<file path="src/rtl/pingpong_fifo_ctrl.sv">
// Ping-pong FIFO controller.
// Upstream words are written into one of two external bank FIFOs while the
// other bank, holding the previous complete frame of DEPTH words, is read out
// through a 2-entry output buffer. The banks swap once the write bank holds a
// full frame and the read bank has been fully drained.
//
// Ports:
//   clk, rst_n                     clock, asynchronous active-low reset
//   in_valid/in_data/in_ready      upstream word handshake
//   out_valid/out_data/out_ready   downstream word handshake
//   fifo_wr_en, fifo_rd_en         bank write / read strobes
//   fifo_choose                    0: write fifo1, read fifo2; 1: the reverse
//   fifo1_wr_data, fifo2_wr_data   per-bank write data (0 when not selected)
//   fifo1_rd_data, fifo2_rd_data   per-bank read data, valid the cycle after a read
//   swap_pulse                     one-cycle pulse after each bank swap
module pingpong_fifo_ctrl #(
  parameter int DEPTH = 32,
  parameter int DW    = 16
) (
  input  logic          clk,
  input  logic          rst_n,
  input  logic          in_valid,
  input  logic [DW-1:0] in_data,
  output logic          in_ready,
  output logic          out_valid,
  output logic [DW-1:0] out_data,
  input  logic          out_ready,
  output logic          fifo_wr_en,
  output logic          fifo_rd_en,
  output logic          fifo_choose,
  output logic [DW-1:0] fifo1_wr_data,
  output logic [DW-1:0] fifo2_wr_data,
  input  logic [DW-1:0] fifo1_rd_data,
  input  logic [DW-1:0] fifo2_rd_data,
  output logic          swap_pulse
);

  localparam int CW = $clog2(DEPTH + 1);
  localparam logic [CW-1:0] FULL = CW'(DEPTH);

  typedef enum logic [1:0] {
    FILL,
    OVERLAP,
    WAIT_DRAIN
  } state_e;

  state_e                state_q, state_d;
  logic [CW-1:0]         wr_cnt_q, wr_cnt_d;
  logic [CW-1:0]         rd_cnt_q, rd_cnt_d;
  logic                  choose_q;
  logic                  swap_pulse_q;
  logic                  inflight_q;
  logic                  rd_bank_q;
  logic [1:0][DW-1:0]    obuf_q, obuf_d;
  logic [1:0]            occ_q, occ_d;

  logic                  wr_go, rd_go, pop, drained, swap, wr_full;
  logic [2:0]            pending;
  logic [DW-1:0]         rd_word;

  // State register and datapath registers
  always_ff @(posedge clk or negedge rst_n) begin
    if (!rst_n) begin
      state_q      <= FILL;
      wr_cnt_q     <= '0;
      rd_cnt_q     <= '0;
      choose_q     <= 1'b0;
      swap_pulse_q <= 1'b0;
      inflight_q   <= 1'b0;
      rd_bank_q    <= 1'b0;
      obuf_q       <= '0;
      occ_q        <= '0;
    end else begin
      state_q      <= state_d;
      wr_cnt_q     <= wr_cnt_d;
      rd_cnt_q     <= rd_cnt_d;
      swap_pulse_q <= swap;
      inflight_q   <= rd_go;
      obuf_q       <= obuf_d;
      occ_q        <= occ_d;
      if (swap) begin
        choose_q <= ~choose_q;
      end
      // Remember which bank this read targets; the word returns next cycle,
      // possibly after a swap has already flipped choose_q.
      if (rd_go) begin
        rd_bank_q <= choose_q;
      end
    end
  end

  // Next-state logic
  always_comb begin
    state_d = state_q;
    if (swap) begin
      state_d = OVERLAP;
    end else begin
      case (state_q)
        FILL:       state_d = FILL;
        OVERLAP: begin
          if (wr_full && !drained) begin
            state_d = WAIT_DRAIN;
          end else if (drained && !wr_full) begin
            state_d = FILL;
          end
        end
        WAIT_DRAIN: state_d = WAIT_DRAIN;
        default:    state_d = FILL;
      endcase
    end
  end

  // Output / control logic
  always_comb begin
    wr_full    = (wr_cnt_q == FULL);
    in_ready   = (wr_cnt_q < FULL);
    wr_go      = in_valid && in_ready;
    pop        = (occ_q != 2'd0) && out_ready;
    drained    = (rd_cnt_q == '0) && !inflight_q;
    swap       = wr_full && drained;
    // Words that will occupy the buffer after this edge if no new read is issued
    pending    = 3'(occ_q) + 3'(inflight_q) - 3'(pop);
    rd_go      = (rd_cnt_q != '0) && (pending < 3'd2);
    fifo_wr_en  = wr_go;
    fifo_rd_en  = rd_go;
    fifo_choose = choose_q;
    swap_pulse  = swap_pulse_q;
    out_valid   = (occ_q != 2'd0);
    out_data    = obuf_q[0];
    fifo1_wr_data = '0;
    fifo2_wr_data = '0;
    if (wr_go) begin
      if (choose_q) begin
        fifo2_wr_data = in_data;
      end else begin
        fifo1_wr_data = in_data;
      end
    end
  end

  // Counter and output-buffer next state
  always_comb begin
    wr_cnt_d = wr_cnt_q;
    rd_cnt_d = rd_cnt_q;
    if (swap) begin
      wr_cnt_d = '0;
      rd_cnt_d = FULL;
    end else begin
      if (wr_go) begin
        wr_cnt_d = wr_cnt_q + CW'(1);
      end
      if (rd_go) begin
        rd_cnt_d = rd_cnt_q - CW'(1);
      end
    end

    rd_word = rd_bank_q ? fifo1_rd_data : fifo2_rd_data;
    obuf_d  = obuf_q;
    occ_d   = occ_q;
    // Pop shifts the head out first so a same-cycle capture lands behind it.
    if (pop) begin
      obuf_d[0] = obuf_q[1];
      occ_d     = occ_q - 2'd1;
    end
    if (inflight_q) begin
      obuf_d[occ_d[0]] = rd_word;
      occ_d            = occ_d + 2'd1;
    end
  end

endmodule

</file>
<file path="config.mk">
export PLATFORM = sky130hd
export DESIGN_NAME = pingpong_fifo_ctrl
export DESIGN_NICKNAME = d
export VERILOG_FILES = /design/src/rtl/pingpong_fifo_ctrl.sv
export SDC_FILE = /design/constraint.sdc
export NUM_CORES = 1
export LEC_CHECK = 0
export ABC_AREA = 1
export CAP_MARGIN = 20
export CORE_MARGIN = 3
export CORE_UTILIZATION = 41
export DETAILED_ROUTE_END_ITERATION = 6
export GPL_ROUTABILITY_DRIVEN = 0
export PLACE_DENSITY = 0.82
export RECOVER_POWER = 50
export SKIP_LAST_GASP = 1
export SLEW_MARGIN = 20
export SYNTH_ARGS = -nofsm -noshare
export SYNTH_HDL_FRONTEND = slang
export SYNTH_SLANG_ARGS = --single-unit
</file>
<file path="constraint.sdc">
create_clock -name clk -period 3.3 [get_ports clk]
set_input_delay 0.66 -clock clk [delete_from_list [all_inputs] [get_ports clk]]
set_output_delay 0.66 -clock clk [all_outputs]
set_load 0.01 [all_outputs]
</file>
==> impl_results.md, run 1 <==
- Global Route Usage Sum: 0.186
- Post-Synth Simple-Gate Area: 0.266
- Setup_tns: 0 ns
- Core Util, Final: 0.614
- Drt pass-1 iters: 4
- Max Slew Vio Count: 51
- Largest cells by area after synthesis: dfrtp_1, nand2_1, inv_1, mux2i_1, nor3_1
- Hold Crit Depth: 2
- Core ar.: 6570 um^2
- RSZ-0062 raised after global routing: false
- Largest net degree at the start of global routing: 51
- Area of the multi-input gates: 1240 um^2
- Min-Delay Path Class: flop to flop
- Setup ws final: around 0.15 ns
- CTS Sinks: 50
- HPWL after DPL: approximately 5.4 mm
- Root buf cell: clkbuf_8
- Critical Path End Type: primary output
- Cell mode on critical path: inv_2
- Max-cap violations: 1
- Layout cells sized above 1: 0.0771
- Fmax: 317 MHz
- Starting Density: 0.440
- Worst path depth: 15
- Worst Path Buf+Inv: 7
- Antenna violations before repair: 0
- DIE HEIGHT: 89.9 um
- H-tree levels: 2
- Ys Warns: 0
- Std-Cell Rows: 29
- Avg WL per Cell: 13.2 um
- First-pass GRT wire length: 12.5 mm
- Total CTS buffers: 5
- Max Buffers Root-to-Sink: 2
- Area grow syn2layout: 39.6%
- Via density: between 4 and 5
- Top cell type by total area after synthesis: dfrtp_1
- Top Family by Delay on Critical Path: adder cells
- CTS clk-pin slew, worst paths: about 0.09 ns
- Flops & latches, synth: 50
- VDD IR max: approximately 310 uV
- Minimum clock period: approximately 3.1 ns
- Reg2Reg Depth: 18
- WL final: slightly above 7 mm
- Critical path's largest stage delay: 0.53 ns
- Worst Skew: 0.00781 ns
- Place WS: -0.513 ns
- Post-DRT Antenna Nets: 0
- Failing checks: max-capacitance violations, max-slew violations
- CP arrival: 2.49 ns
- CP Cell Sequence: inv_2 > ha_2 > inv_2 > nand2_4 > inv_4 > ha_4 > inv_2 > ha_1 > inv_1 > fa_1 > nand2_2 > nor2_4 > nand2_4 > inv_2 > buf_2
- Slowest-stage cell, CP: fa_1
- XOR/XNOR Fraction of Synth Area: 0.0121
- Starting DRT DRC Count: between 90 and 100
- Max_slew headroom: -0.716
- CP Class: flop to primary output
- Post-synthesis sequential area ratio: 0.433
- DRC errors left: 0
- Worst path required time: 2.64 ns
- Netlist cell types: 28
- Fin. Hold Viols: 0
- Status: complete, but fails checks
- Port Buffers: 105
- PwrDens: 696 nW/um^2
- Tcrit/Tclk final: 0.954
- Die area: ~8100 um^2
- # setup viols final: 0
- Synth Area in Compound Gates: 0.0542
- CP Launch Type: flop
- Measured slew at the worst slew-check pin: about 2.6 ns
- Syn nets: 423
- Leak Pwr: 1.89 nW
- FILL cells: around 580
- Syn Area/Cell: 7.96 um^2
- Die W: 89.9 um
- I/O pin cnt: 106
- Cell Area, Synth: 2890 um^2
- Antenna cell count: 0
- Vias in the first global route: 2814
- Synthesized instance count: 363
- Global route overflow: 0
- Post-Synth Adder-Cell Area: 0.0373
- Via count: between 2000 and 3000
- CTS tree: done
- Clock Latency Late Sink: 0.30 ns
- Sequential cell area: 1250 um^2
- CP max FO: 2
- Largest family of logic cells by synthesized area: simple AND/OR/NAND/NOR gates
- Final net count: 513
- Top-area cell type share of the netlist area: 0.433
- Post-synthesis mux area share: 0.0555
## sequential cells by signal, indices dropped and copies added, names as in the netlist
register	cells
obuf_q	16
out_data	16
rd_cnt_q	6
wr_cnt_q	6
occ_q	2
fifo_choose	1
inflight_q	1
rd_bank_q	1
swap_pulse	1
## kinds of logic after synthesis
group / Yosys count
compound gates: 30
xor+xnor: 4
fa+ha+maj: 8
buf+inv: 87
flops: 50
mux: 16
simple gates: 168
## placed cells by master, fill, tap and decap left out
master / synthesis / routed
dlygate4sd3_1: 0 / 18
nor2_4: 1 / 1
nor3b_1: 1 / 1
o22ai_1: 5 / 5
clkbuf_8: 0 / 5
bufinv_16: 0 / 1
inv_2: 5 / 6
xor2_1: 4 / 4
ha_1: 7 / 5
nand4_1: 4 / 4
dfrtp_1: 50 / 50
or2_0: 1 / 1
nor2_1: 14 / 14
nand3_2: 1 / 1
ha_4: 0 / 1
inv_4: 0 / 1
buf_2: 5 / 1
a21oi_1: 2 / 2
o21ai_0: 23 / 23
clkinvlp_4: 0 / 1
buf_4: 18 / 9
nor3_1: 32 / 34
nor2_2: 1 / 1
clkdlybuf4s50_1: 0 / 84
nand2_2: 4 / 2
inv_1: 50 / 48
nand2_4: 2 / 3
fa_1: 1 / 1
clkbuf_1: 8 / 3
ha_2: 0 / 1
dlygate4sd2_1: 0 / 1
or2_2: 1 / 1
nand2_1: 83 / 84
mux2i_1: 16 / 16
nand3_1: 21 / 21
## cell type report
type / count / share of cell area
flip-flops and latches: 50 / 0.310
multi-input cells: 226 / 0.307
repair buffers: 115 / 0.275
inverters: 55 / 0.0518
well taps: 93 / 0.0289
clock buffers: 6 / 0.0180
clock inverters: 2 / 0.00931
## Yosys cell counts
master,count
nand2_4,2
ha_1,7
mux2i_1,16
buf_4,18
nand3_1,21
o21ai_0,23
nand4_1,4
fa_1,1
buf_6,1
inv_1,50
nor3b_1,1
nor2_4,1
nor2_1,14
inv_2,5
or2_2,1
nor3_2,2
xor2_1,4
a21oi_1,2
buf_2,5
nor2_2,1
dfrtp_1,50
nor3_1,32
o22ai_1,5
clkbuf_1,8
nand3_2,1
nand2_1,83
or2_0,1
nand2_2,4
## layer usage
| metal | vias to the layer above | GRT usage | part of all wire |
|---|---|---|---|
| met2 | 121 | 0.322 | 0.48 |
| met3 | 6 | 0.0826 | 0.11 |
| li1 | 1317 | - | - |
| met5 | - | 0 | 0 |
| met1 | 1229 | 0.206 | 0.40 |
| met4 | 0 | 0.0523 | 0.0094 |
## repair_timing
item / CTS / global route
gates cloned: 0 / 0
buffers inserted: 0 / 1
resized for setup: 4 / 5
hold buffers: 0 / 0
pin swaps: 1 / 2
setup endpoints to repair: 1 / 1
## power by group
part | internal (mW) | switching (mW) | leakage (nW)
clock | 0.226 | 0.204 | 0.0514
combinational | 0.632 | 0.747 | 1.23
sequential | 0.864 | 0.132 | 0.611
total | 1.72 | 1.08 | 1.89
## worst min-delay path: stages, from the launching register on
cell and delay [ns]:
dfrtp_1 0.35, nand2_1 0.05, o21ai_0 0.06
## through the flow
stage                     cell area [um^2]  power [mW]  cells  hold slack (ns)
final                                 4030        2.81    547            0.496
after global routing                  4030        3.06    547            0.529
after detailed placement              3920        2.41    538            0.474
after floorplan                       2900        1.94    363            0.364
after CTS                             4030        2.85    546            0.497
after global placement                3920        2.33    538            0.468
## final timing paths
| path | slack, ns | endpoint | startpoint |
|---|---|---|---|
| setup / recovery | 0.15 | fifo_rd_en | occ_q[0]$_DFF_PN0_ |
| hold / removal | 0.50 | obuf_q[25]$_DFFE_PN0P_ | obuf_q[25]$_DFFE_PN0P_ |
| setup reg to reg | 0.73 | rd_cnt_q[3]$_DFFE_PN0P_ | occ_q[0]$_DFF_PN0_ |
| hold reg to reg | 0.50 | obuf_q[25]$_DFFE_PN0P_ | obuf_q[25]$_DFFE_PN0P_ |
| max in group asynchronous | 0.69 | fifo_choose$_DFFE_PN0N_ | rst_n |
| min in group asynchronous | 1.15 | out_data[5]$_DFF_PN0_ | rst_n |
Power figures use the tool's default switching activity.
==> inputs of run 2 (changes only) <==
--- a/config.mk
+++ b/config.mk
@@ -12,4 +12,5 @@
 export DETAILED_ROUTE_END_ITERATION = 6
 export GPL_ROUTABILITY_DRIVEN = 0
+export HOLD_SLACK_MARGIN = 0.12
 export PLACE_DENSITY = 0.82
 export RECOVER_POWER = 50
==> constraint.sdc (replaced) <==
create_clock -name clk -period 3.3 [get_ports clk]
set_input_delay 0.66 -clock clk [delete_from_list [all_inputs] [get_ports clk]]
set_output_delay 0.66 -clock clk [all_outputs]
set_load 0.1 [all_outputs]
==> impl_results.md, run 2 (synthesis results as in run 1) <==
- Status: complete, but fails checks
- Failing checks: negative setup slack
- Setup_tns: -0.103 ns (-0.103 ns)
- Final net count: 532 (+3.7%)
- Measured slew at the worst slew-check pin: 1.25 ns (-1.32 ns)
- Global Route Usage Sum: 0.205 (+0.0193)
- CP max FO: 2 (unchanged)
- Clock Latency Late Sink: 0.30 ns (about the same)
- Starting Density: 0.440 (unchanged)
- Die area: 8090 um^2 (unchanged)
- Area grow syn2layout: 59.4%
- Largest net degree at the start of global routing: 51 (unchanged)
- Most common cell after layout, fill and taps aside: nand2_1
- H-tree levels: 2 (unchanged)
- Antenna cell count: 0 (unchanged)
- Total CTS buffers: 5 (unchanged)
- Area of the multi-input gates: 1430 um^2 (+16%)
- CTS Sinks: 50 (unchanged)
- Leak Pwr: 2.17 nW (+15%)
- Reg-to-reg slack, setup: 0.62 ns (-0.11 ns)
- Int Pwr: 1.78 mW (+3.6%)
- Post-DRT Antenna Nets: 0 (unchanged)
- CTS clk-pin slew, worst paths: 0.10 ns (about the same)
- Critical Path End Type: primary output
- Switching power: 2.04 mW (+88%)
- VDD IR max: 377 uV (+20%)
- CP Class: flop to primary output
- FILL cells: 500 (-13%)
- Commonest non-fill, non-tap cells in the layout: nand2_1, dfrtp_1, clkdlybuf4s50_1, inv_1, buf_12
- Die W: 89.9 um (unchanged)
- Drt pass-1 iters: 4 (unchanged)
- Min-Delay Path Class: flop to flop
- Clock power frac: 0.098 (-0.055)
- Max Buffers Root-to-Sink: 2 (unchanged)
- Reg power frac: 0.264 (-0.091)
- Crit path from: occ_q[1]$_DFF_PN0_
- Antenna violations before repair: 0 (unchanged)
- Worst Skew: 0.00879 ns (+0.000979 ns)
- Layout cells sized above 1: 0.249 (+0.172)
- Root buf cell: clkbuf_8
- CP Launch Type: flop
- Sequential cell area: 1250 um^2 (unchanged)
- PwrDens: 830 nW/um^2 (+19%)
- HPWL after DPL: 5.59 mm (+3.6%)
- DIE HEIGHT: 89.9 um (unchanged)
- I/O pin cnt: 106 (unchanged)
- Fmax: 297 MHz (-6.5%)
- Avg WL per Cell: 14.2 um (+7.3%)
- RSZ-0062 raised after global routing: true
- Fin. Hold Viols: 0 (unchanged)
- Switch share: 0.533 (+0.147)
- Core ar.: 6570 um^2 (unchanged)
- Vias in the first global route: 2872 (+2.1%)
- Minimum clock period: 3.37 ns (+0.218 ns)
- Max_slew headroom: 0.166 (+0.882)
- Tcrit/Tclk final: 1.02 (+0.0662)
- CP arrival: 2.71 ns (+0.22 ns)
- Starting DRT DRC Count: 91 (-5.2%)
- # setup viols final: 2 (+2)
- Global route overflow: 0 (unchanged)
- CTS tree: done
- Worst r2r src: occ_q[1]$_DFF_PN0_
- WL final: 8.01 mm (+11%)
- Max Slew Vio Count: 0 (-100%)
- Via density: 4.98 (+1.8%)
- Hold path start: obuf_q[22]$_DFFE_PN0P_
- Via count: 2817 (+5.4%)
- Worst path required time: 2.64 ns (about the same)
- First-pass GRT wire length: 13.7 mm (+9.2%)
- Max-cap violations: 0 (-1)
- Port Buffers: 105 (unchanged)
- Final Total Pwr: 3.82 mW (+36%)
- Std-Cell Rows: 29 (unchanged)
- Combinational share of power: 0.638 (+0.146)
- Setup ws final: -0.0681 ns (-0.218 ns)
- DRC errors left: 0 (unchanged)
run 2: area by class of cell:
class / count / area share
Timing Repair Buffer: 134 / 0.323
Multi-Input combinational cell: 226 / 0.311
Sequential cell: 50 / 0.272
Inverter: 55 / 0.0481
Tap cell: 93 / 0.0253
Clock buffer: 6 / 0.0179
Clock inverter: 2 / 0.00272
run 2: critical path: stages (launching register included):
cell        delay (ns)
dfrtp_1           0.40
inv_2             0.08
ha_4              0.13
clkinvlp_4        0.11
buf_4             0.15
buf_4             0.12
buf_4             0.13
buf_4             0.13
buf_4             0.13
buf_4             0.12
buf_4             0.12
buf_4             0.12
buf_4             0.12
buf_4             0.12
buf_4             0.12
buf_4             0.12
buf_6             0.17
run 2: what timing repair did:
action,CTS,global route
hold buffers,0,0
endpoints found under the setup margin,1,2
buffers inserted,17,4
gates resized for setup,3,1
pin swaps,6,0
run 2: power by group through the flow:
stage	logic (mW)	registers, mW	clock network [mW]
CTS	2.44	1.01	0.386
global placement	2.19	1.01	0
global route	2.63	1.04	0.411
finish	2.44	1.01	0.376
detailed placement	2.27	1.02	0
floorplan	1.88	0.983	0
run 2: through the flow:
step                      hold WS [ns]  area [um^2]  cells  worst slack [ns]  utilization
after floorplan                  0.364         3120    363            -0.816            -
after global placement           0.468         4420    537            -0.135        0.673
after detailed placement         0.475         4420    537            -0.181        0.673
after CTS                        0.497         4650    562          -0.00567        0.707
after global routing             0.514         4600    566            -0.166        0.701
final                            0.497         4600    566           -0.0681        0.701
run 2: metal layers:
metal,GRT usage,vias up,share of wire
li1,-,1351,-
met1,0.236,1315,0.39
met2,0.341,134,0.47
met3,0.0885,17,0.12
met4,0.0702,0,0.025
met5,0,-,0
run 2: worst paths after layout:
check / end / cells past startpoint
max in group asynchronous: wr_cnt_q[2]$_DFFE_PN0P_ / 1
min: obuf_q[22]$_DFFE_PN0P_ / 2
max reg2reg: rd_cnt_q[5]$_DFFE_PN0P_ / 18
min reg2reg: obuf_q[22]$_DFFE_PN0P_ / 2
min in group asynchronous: out_data[6]$_DFF_PN0_ / 1
max: out_valid / 16
==> patch 1 (settings of run 2) <==
One comparison of `wr_cnt_q` changes from == to >=.
--- a/src/rtl/pingpong_fifo_ctrl.sv
+++ b/src/rtl/pingpong_fifo_ctrl.sv
@@ -112,7 +112,7 @@
 
   // Output / control logic
   always_comb begin
-    wr_full    = (wr_cnt_q == FULL);
+    wr_full    = (wr_cnt_q >= FULL);
     in_ready   = (wr_cnt_q < FULL);
     wr_go      = in_valid && in_ready;
     pop        = (occ_q != 2'd0) && out_ready;
Formal check against the unedited RTL: same outputs for any inputs over 10 cycles, from zero or initial values and one cycle with rst_n low; that may be too few to reach the edited logic, so the function may still have changed.
==> patch 1 against run 2 <==
The flow finishes with violations (capacitance limit, slew limit). Design area is 0.71% higher. Final cell count is 0.35% lower. Sequential power is 17% higher. Area after synthesis is 1.5% higher. Worst setup slack better by 0.11 ns. Routed wire length is 1.0% lower. Power is 35% higher. Sequential cell count stayed put. Clock power is 38% higher. Largest power group unchanged.
==> patch 1: results (changes against run 2) <==
Total GRT Usage -> 19.7% (-0.76 points)
XOR/XNOR share of the synthesized area -> 1.20% (-0.018 points)
largest net degree at the start of global routing -> 36 (-29%)
Placement Cell Area -> 4470 um^2 (+1.0%)
switching portion of total power -> 56.1% (+2.8 points)
Hold Path Sink -> obuf_q[31]
Data buffer area share -> 31.0% (-1.4 points)
max incr delay on CP -> 0.54 ns (+0.14 ns)
Register-to-Register Setup Slack -> 0.58 ns (-0.04 ns)
status -> finished, violations left
Hold Worst Slack -> 0.499 ns (+0.00207 ns)
bufs w/o clock -> 118 (-12%)
Final #Nets -> 527 (-0.94%)
1st-iter DRT viols -> 126 (+38%)
Slew @ Worst Pin -> 1.51 ns (+0.256 ns)
RR Endpoint -> rd_cnt_q[0]
syn_nets -> 435 (+2.8%)
Synth Area in Compound Gates -> 4.91% (-0.51 points)
post-synthesis adder-cell area fraction -> 3.67% (-0.056 points)
WL/cell -> 14.1 um (-0.70%)
FF/Latch Area -> 1250 um^2 (+0.20%)
post-synthesis sequential area ratio -> 42.7% (-0.65 points)
fraction of area in multi-input gates -> 32.1% (+1.0 points)
Post-synth top cells -> 97 x nand2_1, 50 x dfrtp_1, 47 x inv_1, 33 x nor3_1, 27 x nand3_1
Synth cell types -> 24 (-14%)
Setup Skew -> 0.0123 ns (+0.00350 ns)
Detailed Place HPWL -> 5970 um (+6.8%)
via density per instance -> 4.91 (-1.2%)
layout cells sized above 1 -> 25.0% (+0.053 points)
crit-path max FO -> 4 (+2)
final core area utilization -> 67.5% (-2.6 points)
Comb. pwr -> 0.00345 W (+41%)
cells taking the most area after synthesis -> dfrtp_1 43%, nand2_1 12%, inv_1 6.0%, nor3_1 5.6%, mux2i_1 5.5%
global-route wire length before repair -> 13300 um (-2.9%)
Multi-input comb cells -> 241 (+6.6%)
Seq pwr share -> 23.0% (-3.4 points)
Slowest-stage cell, CP -> fa_1
arrival time worst endpoint -> 2.60 ns (-0.11 ns)
setup slack after placement -> -0.0296 ns (+0.152 ns)
Leak Pwr -> 2.22 nW (+2.1%)
fillcell total -> 532 (+6.4%)
max-cap violations -> 1 (+1)
Cells after Synth -> 375 (+3.3%)
Hold Path Origin -> obuf_q[31]
PnR worst setup slack -> 0.0385 ns (+0.107 ns)
post-placement cell count -> 551 (+2.6%)
Seq power -> 0.00118 W (+17%)
num sequential -> 50 (unchanged)
mux cell area share after synthesis -> 5.46% (-0.083 points)
end point of the critical path -> fifo_rd_en
clock buffers -> 5 (-1)
invs w/o clock -> 51 (-7.3%)
violated checks -> capacitance limit, slew limit
Pins Over Slew Limit -> 30 (+30)
synthesized area per cell -> 7.82 um^2 (-1.7%)
==> patch 1: changes by cell type after synthesis, sizes merged <==
| cell | change |
|---|---|
| nand4 | -2 |
| inv | -4 |
| nor3b | -1 |
| buf | +4 |
| nand2 | +12 |
| nor2 | +3 |
| or2 | -2 |
| nand3 | +7 |
| clkbuf | -3 |
| o22ai | -2 |
==> patch 1: per-layer routing <==
| metal | vias up | track usage (%) | routed length, um |
|---|---|---|---|
| met4 | 0 | 4.72 | 47 |
| met3 | 7 | 6.00 | 540 |
| met2 | 98 | 35.6 | 4230 |
| met5 | - | 0 | 0 |
| li1 | 1360 | - | - |
| met1 | 1307 | 22.7 | 3110 |
==> patch 1: what timing repair did <==
item                       CTS  global route
gates resized for setup      2             1
setup endpoints to repair    1             1
pin swaps                    2             5
buffers inserted             2             3
==> patch 1: cell families after synthesis <==
kind of cell	count (synthesis)
xor gates and xnor gates	4
adders and majority gates	8
AOI/OAI and AO/OA	28
and+or+nand+nor	185
DFF	50
buffers and inverters	84
muxes	16
==> patch 2 (config.mk and constraints of run 2) <==
Made on the original files. Set the parameter `DEPTH` to 128 (it was 32).
--- a/src/rtl/pingpong_fifo_ctrl.sv
+++ b/src/rtl/pingpong_fifo_ctrl.sv
@@ -14,7 +14,7 @@
 //   fifo1_rd_data, fifo2_rd_data   per-bank read data, valid the cycle after a read
 //   swap_pulse                     one-cycle pulse after each bank swap
 module pingpong_fifo_ctrl #(
-  parameter int DEPTH = 32,
+  parameter int DEPTH = 128,
   parameter int DW    = 16
 ) (
   input  logic          clk,
Function: same outputs for any inputs over 10 cycles, from zero or initial values and one cycle with rst_n low; that may be too few to reach the edited logic, so the function may still have changed.
==> patch 2 against run 2 <==
Sequential cell count is 4 higher. Combinational power is 3% lower. Area after synthesis is 11% higher. Final cell count is 5.7% higher. Power is 1.5% higher. Critical path depth is 3 lower. Worst setup slack better by 0.15 ns. Routed wire length is 2.6% higher. Non-clock buffer count is 14 lower. Sequential share of layout area is 1.3 points higher. Design area is 3.0% higher. Critical endpoint is now fifo_rd_en. Largest cell class is now multi-input combinational cells. Largest power group unchanged. Highest routed layer unchanged.
==> patch 2: results (changes against run 2) <==
post-synthesis sequential area ratio -> 42.3% (-0.99 points)
Max VDD drop -> 0.000302 V (-20%)
Hold Path Origin -> rd_cnt_q[0]
PnR worst setup slack -> 0.0815 ns (+0.150 ns)
H-tree levels -> 2 (unchanged)
ys async rst share -> 100% (unchanged)
Register-to-Register Setup Slack -> 0.62 ns (about the same)
Final #Nets -> 557 (+4.7%)
global-route wire length before repair -> 13700 um (unchanged)
cells taking the most area after synthesis -> dfrtp_1 42%, nand2_1 11%, inv_1 6.6%, mux2i_1 5.0%, nor3_1 5.0%
via density per instance -> 4.99 (+0.33%)
Reg2Reg Depth -> 18 (unchanged)
Slowest-stage cell, CP -> fa_2
Placement Cell Area -> 4670 um^2 (+5.6%)
I/O Buffers -> 105 (unchanged)
CTS max path bufs -> 2 (unchanged)
Hold Path Class -> reg2reg
fillcell total -> 637 (+27%)
Total GRT Usage -> 19.2% (-1.3 points)
R2R Path Start -> occ_q[1]
WL/cell -> 13.7 um (-2.9%)
layout cells sized above 1 -> 20.2% (-4.7 points)
DRC -> 0 (unchanged)
Synth warnings -> 0 (unchanged)
arrival time worst endpoint -> 2.56 ns (-0.15 ns)
root buffer cell -> clkbuf_8
Detailed Place HPWL -> 6320 um (+13%)
post-placement cell count -> 585 (+8.9%)
Worst Hold Path Cells -> 1 (-1)
RR Endpoint -> rd_cnt_q[3]
clock-pin slew on the worst setup and hold paths -> 0.10 ns (about the same)
1st-iter DRT viols -> 102 (+12%)
syn_nets -> 462 (+9.2%)
end point of the critical path -> fifo_rd_en
status -> finished clean
crit-path max FO -> 2 (unchanged)
Ant. Diodes -> 0 (unchanged)
number of global-route vias before repair -> 3037 (+5.7%)
Int Power -> 0.00180 W (+1.1%)
Setup Skew -> 0.00484 ns (-0.00395 ns)
largest net degree at the start of global routing -> 55 (+7.8%)
drt pass-1 iters -> 4 (unchanged)
CTS Buf Count -> 5 (unchanged)
Leak Pwr -> 2.23 nW (+2.5%)
max incr delay on CP -> 0.56 ns (+0.16 ns)
worst skew pair latency -> 0.31 ns
Slew @ Worst Pin -> 1.31 ns (+0.0546 ns)
post-route insts no fill -> 598 (+5.7%)
setup slack after placement -> -0.0388 ns (+0.143 ns)
Cells after Synth -> 403 (+11%)
Synth cell types -> 30 (+7.1%)
Setup CP Type -> reg2out
Post-synth top cells -> 93 x nand2_1, 56 x inv_1, 54 x dfrtp_1, 32 x nor3_1, 30 x nand3_1
initial antenna violation count -> 0 (unchanged)
patch 2: cell count changes after synthesis, sizes merged, moves of 2 or more:
cell	run 2	this run
nor3	34	32
inv	55	63
buf	24	26
o21ai	23	25
nand3	22	32
nand2	89	101
clkbuf	8	6
nor2	16	27
or2	2	0
nand4	4	1
dfrtp	50	54
patch 2: worst max-delay path, delay by kind of cell (launching register included):
| family | cells | cell delay (ns) |
|---|---|---|
| fa+ha+maj | 4 | 1.02 |
| buf+inv | 6 | 0.48 |
| flops | 1 | 0.44 |
| simple gates | 3 | 0.31 |
patch 2: cell type report:
class                   count  share of cell area [%]
repair buffers            120                    29.1
inverters                  64                    5.33
well taps                  99                    2.61
multi-input cells         253                    32.1
clock buffers               5                    1.45
clock inverters             3                   0.950
flip-flops and latches     54                    28.5
patch 2: worst min path at each step:
| stage | to | slack (ns) |
|---|---|---|
| 2_1_floorplan | fifo_choose | 0.36 |
| 3_3_place_gp | rd_cnt_q[0] | 0.46 |
| 3_5_place_dp | rd_cnt_q[0] | 0.47 |
| 4_1_cts | out_data[12] | 0.48 |
| 5_1_grt | rd_cnt_q[0] | 0.51 |
| 6_report | rd_cnt_q[0] | 0.48 |
patch 2: per-layer routing:
metal  track usage [%]  vias to the layer above  wire length, um
met5                 0                        -                0
met4              4.57                        0               84
met3              6.97                       10              880
met2              34.0                      119             4120
met1              22.0                     1410             3140
li1                  -                     1447                -
patch 2: logic make-up (layout without fill, tap and decap cells):
| kind of cell | after synthesis | in the layout | share of synthesized area (%) |
|---|---|---|---|
| AND/OR/NAND/NOR | 193 | 193 | 28.7 |
| adder cells (fa/ha/maj) | 7 | 7 | 2.98 |
| AO/OA/AOI/OAI | 33 | 33 | 5.49 |
| XOR/XNOR | 4 | 4 | 1.10 |
| multiplexers | 16 | 16 | 5.02 |
| flip-flops | 54 | 54 | 42.3 |
| buffers and inverters | 96 | 192 | 14.4 |
patch 2: metrics by stage:
step,util [%],TNS (ns)
after global routing,64.0,-0.0256
after CTS,64.7,0
after global placement,63.0,0
final,64.0,0
after floorplan,-,-17.55
after detailed placement,63.0,-0.0388
patch 2: what timing repair did:
item | CTS | global route
gates resized for setup | 4 | 1
buffers inserted | 1 | 4
endpoints found under the setup margin | 1 | 1
pin swaps | 1 | 5
patch 2: power by group through the flow:
stage | clock network [W] | logic (W) | registers, W
floorplan | 0 | 0.00196 | 0.00104
global placement | 0 | 0.00229 | 0.00106
detailed placement | 0 | 0.00237 | 0.00107
CTS | 0.000461 | 0.00241 | 0.00106
global route | 0.000485 | 0.00257 | 0.00109
finish | 0.000450 | 0.00237 | 0.00105
